### src/rtl/pipeline_hazard_ctrl.sv
// Five-stage pipeline sequencer: stage enables/flushes, PC enable, gated D-cache request, halt drain.
// Optional performance counters are built when PIPE_PERF_CNT_EN is defined.
module pipeline_hazard_ctrl #(
  parameter int MEM_TIMEOUT = 255,
  parameter int CNT_W       = 8
) (
  input  logic        CLK,
  input  logic        nRST,
  input  logic        ihit,
  input  logic        dhit,
  input  logic        dREN_EX_MEM,
  input  logic        dWEN_EX_MEM,
  input  logic        halt_EX_MEM,
  input  logic        pc_src_EX_MEM,
  input  logic        dREN_ID_EX,
  input  logic [4:0]  Rt_ID_EX,
  input  logic [4:0]  Rs_IF_ID,
  input  logic [4:0]  Rt_IF_ID,
  output logic        pc_enable,
  output logic        enable_IF_ID,
  output logic        enable_ID_EX,
  output logic        enable_EX_MEM,
  output logic        enable_MEM_WB,
  output logic        flush_IF_ID,
  output logic        flush_ID_EX,
  output logic        flush_EX_MEM,
  output logic        flush_MEM_WB,
  output logic        dmemREN,
  output logic        dmemWEN,
  output logic        halt,
  output logic        mem_timeout
`ifdef PIPE_PERF_CNT_EN
  ,
  output logic [31:0] stall_cycles,
  output logic [31:0] flush_events,
  output logic [31:0] loaduse_events
`endif
);

  typedef enum logic [1:0] {
    RUN      = 2'd0,
    MEM_WAIT = 2'd1,
    DRAIN    = 2'd2,
    HALTED   = 2'd3
  } state_t;

  localparam logic [CNT_W-1:0] CNT_MAX     = {CNT_W{1'b1}};
  localparam logic [CNT_W-1:0] TIMEOUT_CNT = CNT_W'(MEM_TIMEOUT);
  localparam bit               TIMEOUT_EN  = (MEM_TIMEOUT != 0);

  state_t           state_r;
  state_t           state_next_s;
  logic [CNT_W-1:0] cnt_r;
  logic             halt_r;
  logic             mem_timeout_r;
  logic             mem_req_s;
  logic             mem_stall_s;
  logic             load_use_s;
  logic             active_s;
  logic             branch_hit_s;
  logic             loaduse_hit_s;

  assign mem_req_s   = dREN_EX_MEM | dWEN_EX_MEM;
  assign mem_stall_s = mem_req_s & ~dhit;
  assign load_use_s  = dREN_ID_EX & (Rt_ID_EX != 5'd0) &
                       ((Rt_ID_EX == Rs_IF_ID) | (Rt_ID_EX == Rt_IF_ID));
  assign active_s    = (state_r == RUN) | (state_r == MEM_WAIT);
  assign halt        = halt_r;
  assign mem_timeout = mem_timeout_r;

  // Hazard priority resolution and next-state selection.
  always_comb begin
    pc_enable     = 1'b1;
    enable_IF_ID  = 1'b1;
    enable_ID_EX  = 1'b1;
    enable_EX_MEM = 1'b1;
    enable_MEM_WB = 1'b1;
    flush_IF_ID   = 1'b0;
    flush_ID_EX   = 1'b0;
    flush_EX_MEM  = 1'b0;
    flush_MEM_WB  = 1'b0;
    dmemREN       = 1'b0;
    dmemWEN       = 1'b0;
    branch_hit_s  = 1'b0;
    loaduse_hit_s = 1'b0;
    state_next_s  = state_r;
    case (state_r)
      RUN, MEM_WAIT: begin
        dmemREN      = dREN_EX_MEM;
        dmemWEN      = dWEN_EX_MEM;
        state_next_s = RUN;
        if (mem_stall_s) begin
          pc_enable     = 1'b0;
          enable_IF_ID  = 1'b0;
          enable_ID_EX  = 1'b0;
          enable_EX_MEM = 1'b0;
          enable_MEM_WB = 1'b0;
          state_next_s  = MEM_WAIT;
        end else if (halt_EX_MEM) begin
          pc_enable     = 1'b0;
          enable_IF_ID  = 1'b0;
          enable_ID_EX  = 1'b0;
          enable_EX_MEM = 1'b0;
          state_next_s  = DRAIN;
        end else if (pc_src_EX_MEM) begin
          // Wrong-path instructions are squashed, so pending ID/IF stalls are moot.
          flush_IF_ID  = 1'b1;
          flush_ID_EX  = 1'b1;
          flush_EX_MEM = 1'b1;
          branch_hit_s = 1'b1;
        end else if (load_use_s) begin
          pc_enable     = 1'b0;
          enable_IF_ID  = 1'b0;
          flush_ID_EX   = 1'b1;
          loaduse_hit_s = 1'b1;
        end else if (!ihit) begin
          pc_enable   = 1'b0;
          flush_IF_ID = 1'b1;
        end else begin
          pc_enable = 1'b1;
        end
      end
      DRAIN: begin
        pc_enable     = 1'b0;
        enable_IF_ID  = 1'b0;
        enable_ID_EX  = 1'b0;
        enable_EX_MEM = 1'b0;
        state_next_s  = HALTED;
      end
      HALTED: begin
        pc_enable     = 1'b0;
        enable_IF_ID  = 1'b0;
        enable_ID_EX  = 1'b0;
        enable_EX_MEM = 1'b0;
        enable_MEM_WB = 1'b0;
        state_next_s  = HALTED;
      end
      default: begin
        pc_enable     = 1'b0;
        enable_IF_ID  = 1'b0;
        enable_ID_EX  = 1'b0;
        enable_EX_MEM = 1'b0;
        enable_MEM_WB = 1'b0;
        state_next_s  = RUN;
      end
    endcase
  end

  // State, MEM_WAIT counter and sticky status flags.
  always_ff @(posedge CLK) begin
    if (!nRST) begin
      state_r       <= RUN;
      cnt_r         <= {CNT_W{1'b0}};
      halt_r        <= 1'b0;
      mem_timeout_r <= 1'b0;
    end else begin
      state_r <= state_next_s;
      // Counter only survives while staying in MEM_WAIT; any entry or exit restarts it.
      if ((state_r == MEM_WAIT) && (state_next_s == MEM_WAIT)) begin
        cnt_r <= (cnt_r == CNT_MAX) ? cnt_r : cnt_r + {{(CNT_W-1){1'b0}}, 1'b1};
      end else begin
        cnt_r <= {CNT_W{1'b0}};
      end
      if (TIMEOUT_EN && (state_r == MEM_WAIT) && (cnt_r == TIMEOUT_CNT)) begin
        mem_timeout_r <= 1'b1;
      end
      if (state_r == DRAIN) begin
        halt_r <= 1'b1;
      end
    end
  end

`ifdef PIPE_PERF_CNT_EN
  // Performance counters; naturally frozen once the sequencer leaves RUN/MEM_WAIT.
  always_ff @(posedge CLK) begin
    if (!nRST) begin
      stall_cycles   <= 32'd0;
      flush_events   <= 32'd0;
      loaduse_events <= 32'd0;
    end else begin
      if (active_s && !pc_enable) begin
        stall_cycles <= stall_cycles + 32'd1;
      end
      if (branch_hit_s) begin
        flush_events <= flush_events + 32'd1;
      end
      if (loaduse_hit_s) begin
        loaduse_events <= loaduse_events + 32'd1;
      end
    end
  end
`else
  logic unused_perf_s;
  assign unused_perf_s = active_s ^ branch_hit_s ^ loaduse_hit_s;
`endif

endmodule

### config.mk
export PLATFORM = sky130hd
export DESIGN_NAME = pipeline_hazard_ctrl
export DESIGN_NICKNAME = d
export VERILOG_FILES = /design/src/rtl/pipeline_hazard_ctrl.sv
export SDC_FILE = /design/constraint.sdc
export NUM_CORES = 1
export LEC_CHECK = 0
export BUFFER_PORTS_ARGS = -buffer_cell sky130_fd_sc_hd__buf_2
export CAP_MARGIN = 20
export CORE_AREA = 8 8 57 59
export DETAILED_ROUTE_END_ITERATION = 6
export DIE_AREA = 0 0 65 67
export GPL_ROUTABILITY_DRIVEN = 1
export SLEW_MARGIN = 20
export SYNTH_ARGS = -nofsm -noshare
export SYNTH_HDL_FRONTEND = slang
export SYNTH_SLANG_ARGS = --single-unit
### constraint.sdc
create_clock -name CLK -period 1.78 [get_ports CLK]
set_input_delay 0.445 -clock CLK [delete_from_list [all_inputs] [get_ports CLK]]
set_output_delay 0.445 -clock CLK [all_outputs]
set_load 0.005 [all_outputs]
==> out/metrics.cfg, run 1 <==
[global_routing]
grt_start_max_net_pins=11
antenna_found_initial=0
gr-usage-all-layers_pct=8.92
grt_first_pass_wirelength_mm=3.14
overflow=0
grt_pass1_vias=805

[cts]
clockRootBuffer=clkbuf_4
cts_made_buffers=3
cts_tree=built
postCtsSetupRepairBufs=0
cts.clk_slew.worst_paths_ps=70
clock-sinks=12
hold_buffers=0
clkLatencyLatePin_ps=270
ctsLongestPathBuffers=2
h-tree-depth=1

[route]
wirelength_mm=1.94
drt-initial-drc-count=15
wl_per_cell_um=11.7
vias=785
via_per_inst=4.73
ant_nets=0
drc_errors=0
dr.pass1.iters=4

[sta]
fin_crit_ps=2080
setup_viol=4
fin_ws_ps=-298
maxSlewViolCount=0
rsz0062_at_grt=true
finalClockSkew_ps=3.10
post-route-period-util_pct=117
hold_viol=0
clock.fmax_mhz=481

[synthesis]
syn_inst=91
synth.most_common_cell=dfxtp_1
async_flop_share_pct=0
synth_top_flop_cell=dfxtp_1
synthTopCellsByArea=dfxtp_1 32%, xnor2_1 12%, nor2b_1 4.9%
syn-num-nets=116
yosysTopAreaCell=dfxtp_1
syn-cell-area_um2=761
synth_warnings=0
synth_edf_count=0
yosysUniqueCellTypes=32
avgSynthCellArea_um2=8.36
synth_top_area_share_pct=31.6
seq_area_frac_synth_pct=31.6
ys_top_cells_by_count=12 x dfxtp_1, 10 x xnor2_1, 9 x nor2_1
synth-seq-cells=12

[setup_path]
slowest_delay_ps=520
path_cells=buf_6 > or4_4 > o21a_1 > nor2b_4 > a21oi_2 > buf_2
crit_required_ps=1330
cp_top_family=simple AND/OR/NAND/NOR gates
cp_num_buf_inv=2
crit_slowest_cell=or4_4
crit_fanout=3
crit_type=in2out
arrival_ps=1630
worstSetupEndpointType=output pin
start_kind=input port

[cells_and_area]
n_antenna_cell=0
synthToLayoutAreaGrowth_pct=42.8
drive_above_1_share_pct=42.6
final_nets=162

[worst_hold_path]
holdCritPathClass=in2reg

[power]
total_power_w=0.000640
p_int_w=0.000483
cellPowerDensity_nw_per_um2=589
p_clk_share_pct=33.4
seq_power_share_pct=43.5
p_comb_share_pct=23.0
irDropWorstVdd_mv=0.526
p_leak_nw=0.458
switchingPower_w=0.000157
swShare_pct=24.5

[die]
core_area_um2=2360
die-area_um2=4360
initial_utilization_pct=32.2
dieWidth_um=65
num_rows=18
top_level_ports=37
die_height_um=67

[placement]
hpwl_mm=1.64
pre_cts_slack_ps=-341
gp_congestion=0.749
port_buffers=35

[outcome]
violations=setup timing
outcome=finished, violations left

[job]
drv_cap=0

==> cells by family after synthesis <==
kind of cell               Yosys count  share of synthesized area [%]
DFF                                 12                           31.6
buffers and inverters                4                           2.96
and+or+nand+nor                     35                           25.7
AOI/OAI and AO/OA                   23                           20.1
adders and majority gates            1                           1.64
muxes                                2                           2.63
other                                1                          0.493
xor gates and xnor gates            13                           15.0
==> path summary, 6_finish.rpt <==
kind                            slack, ps          to  depth (start not counted)        start
worst max-delay path                 -300   pc_enable                          6  Rt_ID_EX[3]
worst min-delay path                  430  state_r[0]                          2         nRST
worst max register to register        240    cnt_r[4]                          5     cnt_r[0]
worst min register to register        470        halt                          1         halt
==> timing repair <==
| item | 4_1_cts | 5_1_grt |
|---|---|---|
| pin swaps | 4 | 0 |
| resized for setup | 2 | 1 |
| cloned | 0 | 0 |
| setup endpoints to repair | 4 | 5 |
==> cell usage in the layout (no fill, tap or decap), types with 3 or more instances in the layout <==
master / count
a21oi_1: 4
nor2b_1: 6
nand2_1: 6
o21a_1: 3
buf_2: 34
xor2_1: 3
nor2_1: 9
dfxtp_1: 12
nand3_1: 3
o21ai_0: 4
buf_4: 9
xnor2_1: 10
clkbuf_4: 3
==> power groups by stage <==
stage	clock (W)	sequential (W)	combinational (W)
6_report	0.000214	0.000279	0.000148
5_1_grt	0.000232	0.000280	0.000163
3_3_place_gp	0	0.000284	0.000141
2_1_floorplan	0	0.000283	0.0000709
4_1_cts	0.000219	0.000278	0.000147
3_5_place_dp	0	0.000284	0.000145
==> through the flow <==
stage               hold WS, ps  instances  util [%]  area [um^2]  setup TNS [ps]
detailed placement          450        162      43.7         1030           -1340
CTS                         429        166      45.7         1080           -1130
global placement            450        162      43.7         1030           -1100
finish                      430        166      45.9         1090           -1100
global route                445        166      45.9         1090           -1240
floorplan                   460         91         -          772            -248
==> area by class of cell <==
type,count,area (um^2)
repair buffers,44,249
flip-flops and latches,12,240
well taps,30,37.5
inverters,1,3.75
fillers,250,1280
multi-input cells,75,519
clock buffers,4,36.3
==> routing by layer <==
metal	GRT usage (%)	up-vias	wire, um
li1	-	405	-
met5	0	-	0
met2	17.3	18	1050
met3	2.18	2	83
met4	4.09	0	9
met1	8.71	360	793
==> worst reg2reg max path, stage by stage (launching register included) <==
cell,delay (ps)
dfxtp_1,390
ha_1,220
nand2_1,170
o311ai_0,420
xor2_1,180
nor2_1,50
==> sequential cells by signal (all words and copies together), names as in the netlist <==
signal,count
state_r,2
mem_timeout,1
cnt_r,8
halt,1
Power figures use the tool's default switching activity.
==> run 2, diff against run 1 <==
REMOVE_ABC_BUFFERS = 1   (was unset)
==> out/metrics.cfg, run 2 (synthesis results as in run 1) <==
[outcome]
outcome=finished, violations left
violations=setup timing

[power]
p_leak_nw=0.464
cellPowerDensity_nw_per_um2=591
irDropWorstVdd_mv=0.614

[cells_and_area]
mostFrequentLayoutCells=34 x buf_2, 12 x dfxtp_1, 11 x buf_4
max_flop_register=cnt_r
largest_register_ffs=8
drive_above_1_share_pct=41.3
final_cell_count_no_fill=168
nFillCells=241
final_nets=164
top_regs=cnt_r: 8 flops, state_r: 2 flops
synthToLayoutAreaGrowth_pct=42.4
n_antenna_cell=0
layout_commonest_cell=buf_2

[setup_path]
r2r-end=cnt_r[4]
start_kind=input port
crit_required_ps=1330
worstSetupEndpointType=output pin
reg2reg_from=cnt_r[0]
crit_fanout=3
arrival_ps=1620
crit_type=in2out
reg2reg_slack_ps=230
rr_worst_depth=5

[die]
die_height_um=67
core_area_um2=2360
top_level_ports=37
dieWidth_um=65
initial_utilization_pct=32.2
die-area_um2=4360
num_rows=18

[cts]
cts_made_buffers=3
clkLatencyLatePin_ps=270
clockRootBuffer=clkbuf_4
hold_buffers=0
cts.clk_slew.worst_paths_ps=70
ctsLongestPathBuffers=2
clock-sinks=12
h-tree-depth=1
cts_tree=built

[route]
ant_nets=0
via_per_inst=4.79
drt-initial-drc-count=20
vias=804
wirelength_mm=2.01
wl_per_cell_um=12.0
drc_errors=0
dr.pass1.iters=2

[placement]
port_buffers=35
post-place-cells=163
gp_congestion=0.870
hpwl_mm=1.60

[worst_hold_path]
holdPathStages=2
min_from=nRST
min_to=halt
holdCritPathClass=in2reg

[global_routing]
grt_start_max_net_pins=11
grt_first_pass_wirelength_mm=3.53
gr-usage-all-layers_pct=9.98
antenna_found_initial=0
grt_pass1_vias=840
overflow=0

[sta]
post-route-period-util_pct=116
hold_viol=0
finalClockSkew_ps=5.89
fin_crit_ps=2070
fin_ws_ps=-286
whs_ps=429
maxSlewViolCount=0
clock.fmax_mhz=484
setup_viol=4
rsz0062_at_grt=true

[job]
drv_cap=0

run 2: final cells by class:
cell class              count  area [um^2]  share of cell area (%)
flip-flops and latches     12          240                    22.2
clock buffers               4         36.3                    3.35
repair buffers             46          264                    24.4
inverters                   1         3.75                   0.346
multi-input cells          75          502                    46.3
well taps                  30         37.5                    3.46
run 2: critical path, stage by stage:
cell	delay, ps
buf_6	90
or4_1	510
o21a_1	200
nor2b_4	140
a21oi_2	120
buf_2	120
run 2: power breakdown:
part           internal [W]  switching (W)  leakage, nW  total, W
Combinational     0.0000853      0.0000622        0.346  0.000148
Sequential         0.000274     0.00000401       0.0974  0.000278
Clock              0.000124      0.0000903       0.0210  0.000215
Total              0.000484       0.000157        0.464  0.000640
run 2: how the worst max path moves through the flow:
| stage | startpoint | end | slack [ps] |
|---|---|---|---|
| 2_1_floorplan | Rt_ID_EX[1] | flush_IF_ID | -80 |
| 3_3_place_gp | Rt_ID_EX[1] | pc_enable | -290 |
| 3_5_place_dp | Rt_ID_EX[1] | pc_enable | -340 |
| 4_1_cts | Rt_ID_EX[4] | enable_IF_ID | -310 |
| 5_1_grt | Rt_ID_EX[4] | enable_IF_ID | -360 |
| 6_report | Rt_ID_EX[4] | pc_enable | -290 |
run 2: metrics by stage:
stage | utilization, % | cell area, um^2 | setup WS [ps] | total power (W) | TNS [ps]
6_report | 45.8 | 1080 | -286 | 0.000640 | -1110
4_1_cts | 45.5 | 1080 | -308 | 0.000648 | -1150
3_5_place_dp | 43.5 | 1030 | -335 | 0.000428 | -1250
5_1_grt | 45.8 | 1080 | -356 | 0.000679 | -1300
2_1_floorplan | - | 742 | -78.6 | 0.000346 | -274
3_3_place_gp | 43.5 | 1030 | -291 | 0.000424 | -1150
run 2: metal layers:
| metal | up-vias | GRT usage, % | wire length (um) |
|---|---|---|---|
| met3 | 6 | 4.19 | 187 |
| met2 | 27 | 17.5 | 1020 |
| met5 | - | 0 | 0 |
| li1 | 413 | - | - |
| met4 | 0 | 5.72 | 44 |
| met1 | 358 | 9.73 | 759 |
run 2: what timing repair did:
action                                  in CTS  in global routing
buffers inserted                             0                  1
pin swaps                                    6                  2
endpoints found under the setup margin       4                  5
gates resized for setup                      2                  0
==> run 3, diff against run 2 <==
--- a/config.mk
+++ b/config.mk
@@ -9,5 +9,5 @@
 export CAP_MARGIN = 20
-export CORE_AREA = 8 8 57 59
+export CORE_AREA = 8 8 71 48
 export DETAILED_ROUTE_END_ITERATION = 6
-export DIE_AREA = 0 0 65 67
+export DIE_AREA = 0 0 79 56
 export GPL_ROUTABILITY_DRIVEN = 1
==> constraint.sdc (replaced) <==
create_clock -name CLK -period 1.78 [get_ports CLK]
set_input_delay 0.178 -clock CLK [delete_from_list [all_inputs] [get_ports CLK]]
set_output_delay 0.178 -clock CLK [all_outputs]
set_load 0.005 [all_outputs]
==> out/metrics.cfg, run 3 (synthesis results as in run 1) <==
[cts]
ctsLongestPathBuffers=2
h-tree-depth=1
hold_buffers=0
cts.clk_slew.worst_paths_ps=50
cts_made_buffers=3
clock-sinks=12
postCtsSetupRepairBufs=0
cts_tree=built
clockRootBuffer=clkbuf_8
clkLatencyLatePin_ps=240

[power]
p_leak_nw=0.416
irDropWorstVdd_mv=0.290
cellPowerDensity_nw_per_um2=693

[route]
wl_per_cell_um=11.8
routed.top_layer=met4
ant_nets=0
routedLengthMet1_um=854
via_per_inst=4.66
drc_errors=0
drt-initial-drc-count=19
vias=741
dr.pass1.iters=4
wl_met3_um=54
wirelength_mm=1.88
met2_length_um=946

[placement]
pre_cts_slack_ps=184
hpwl_mm=1.57
port_buffers=35
gp_congestion=0.722
post-place-cells=155

[sta]
fin_crit_ps=1600
hold_viol=0
whs_ps=203
fin_ws_ps=177
clock.fmax_mhz=624
setup_viol=0
post-route-period-util_pct=90.1
maxSlewViolCount=0
setup_tns_ps=0
finalClockSkew_ps=2.07
rsz0062_at_grt=false

[job]
drv_cap=0

[die]
initial_utilization_pct=31.9
num_rows=14
die_height_um=56
core_area_um2=2380
die-area_um2=4420
dieWidth_um=79
top_level_ports=37

[global_routing]
overflow=0
antenna_found_initial=0
grt_start_max_net_pins=11
gr-usage-all-layers_pct=9.38
grt_pass1_vias=721
grt_first_pass_wirelength_mm=3.37

[cells_and_area]
final_util_pct=42.5
final_nets=153
largest_register_ffs=8
final_cell_count_no_fill=159
n_antenna_cell=0
drive_above_1_share_pct=35.4
layout_commonest_cell=buf_2
mostFrequentLayoutCells=35 x buf_2, 12 x dfxtp_1, 10 x xnor2_1
top_regs=cnt_r: 8 flops, state_r: 2 flops
max_flop_register=cnt_r
synthToLayoutAreaGrowth_pct=33.1

[worst_hold_path]
holdCritPathClass=in2reg

[setup_path]
crit_fanout=3
crit_type=in2out
worstSetupEndpointType=output pin
start_kind=input port
crit_required_ps=1600
arrival_ps=1430

[outcome]
outcome=completed

-- run 3: cell types whose count changed in the layout (fill, tap and decap cells not counted), sizes merged --
cell  change
buf      -11
-- run 3: final cells by class --
class	instances	area, um^2
fillers	250	1370
multi-input cells	75	498
flip-flops and latches	12	240
repair buffers	35	175
clock buffers	4	55.1
well taps	32	40.0
inverters	1	3.75
-- run 3: final timing paths --
path	from	to	slack [ps]	depth (start not counted)
setup / recovery	Rt_ID_EX[1]	pc_enable	180	6
hold reg to reg	halt	halt	470	1
setup reg to reg	cnt_r[0]	cnt_r[1]	200	5
hold / removal	nRST	halt	200	2
-- run 3: where the power goes --
group / leakage (nW) / internal, W / switching (W)
Sequential: 0.0974 / 0.000275 / 0.00000686
Combinational: 0.289 / 0.0000659 / 0.0000531
Clock: 0.0288 / 0.000196 / 0.000105
-- run 3: what timing repair did --
item                                    CTS  global route
endpoints found under the hold margin     0             0
gates resized for setup                   0             1
endpoints found under the setup margin    0             1
-- run 3: worst max-delay path, cell delays in order --
cell and delay (ps):
buf_2 120, or4_1 530, o21a_1 200, nor2b_4 130
a21oi_1 130, buf_2 130
-- run 3: routing by layer --
layer,GRT usage (%),up-vias
li1,-,385
met1,10.6,344
met2,15.6,7
met3,3.55,5
met4,3.15,0
met5,0,-
-- run 3: metrics by stage --
step           cell area, um^2  total power, W
6_report                  1010        0.000701
4_1_cts                   1010        0.000709
3_3_place_gp               957        0.000405
2_1_floorplan              742        0.000346
5_1_grt                   1010        0.000740
3_5_place_dp               957        0.000407
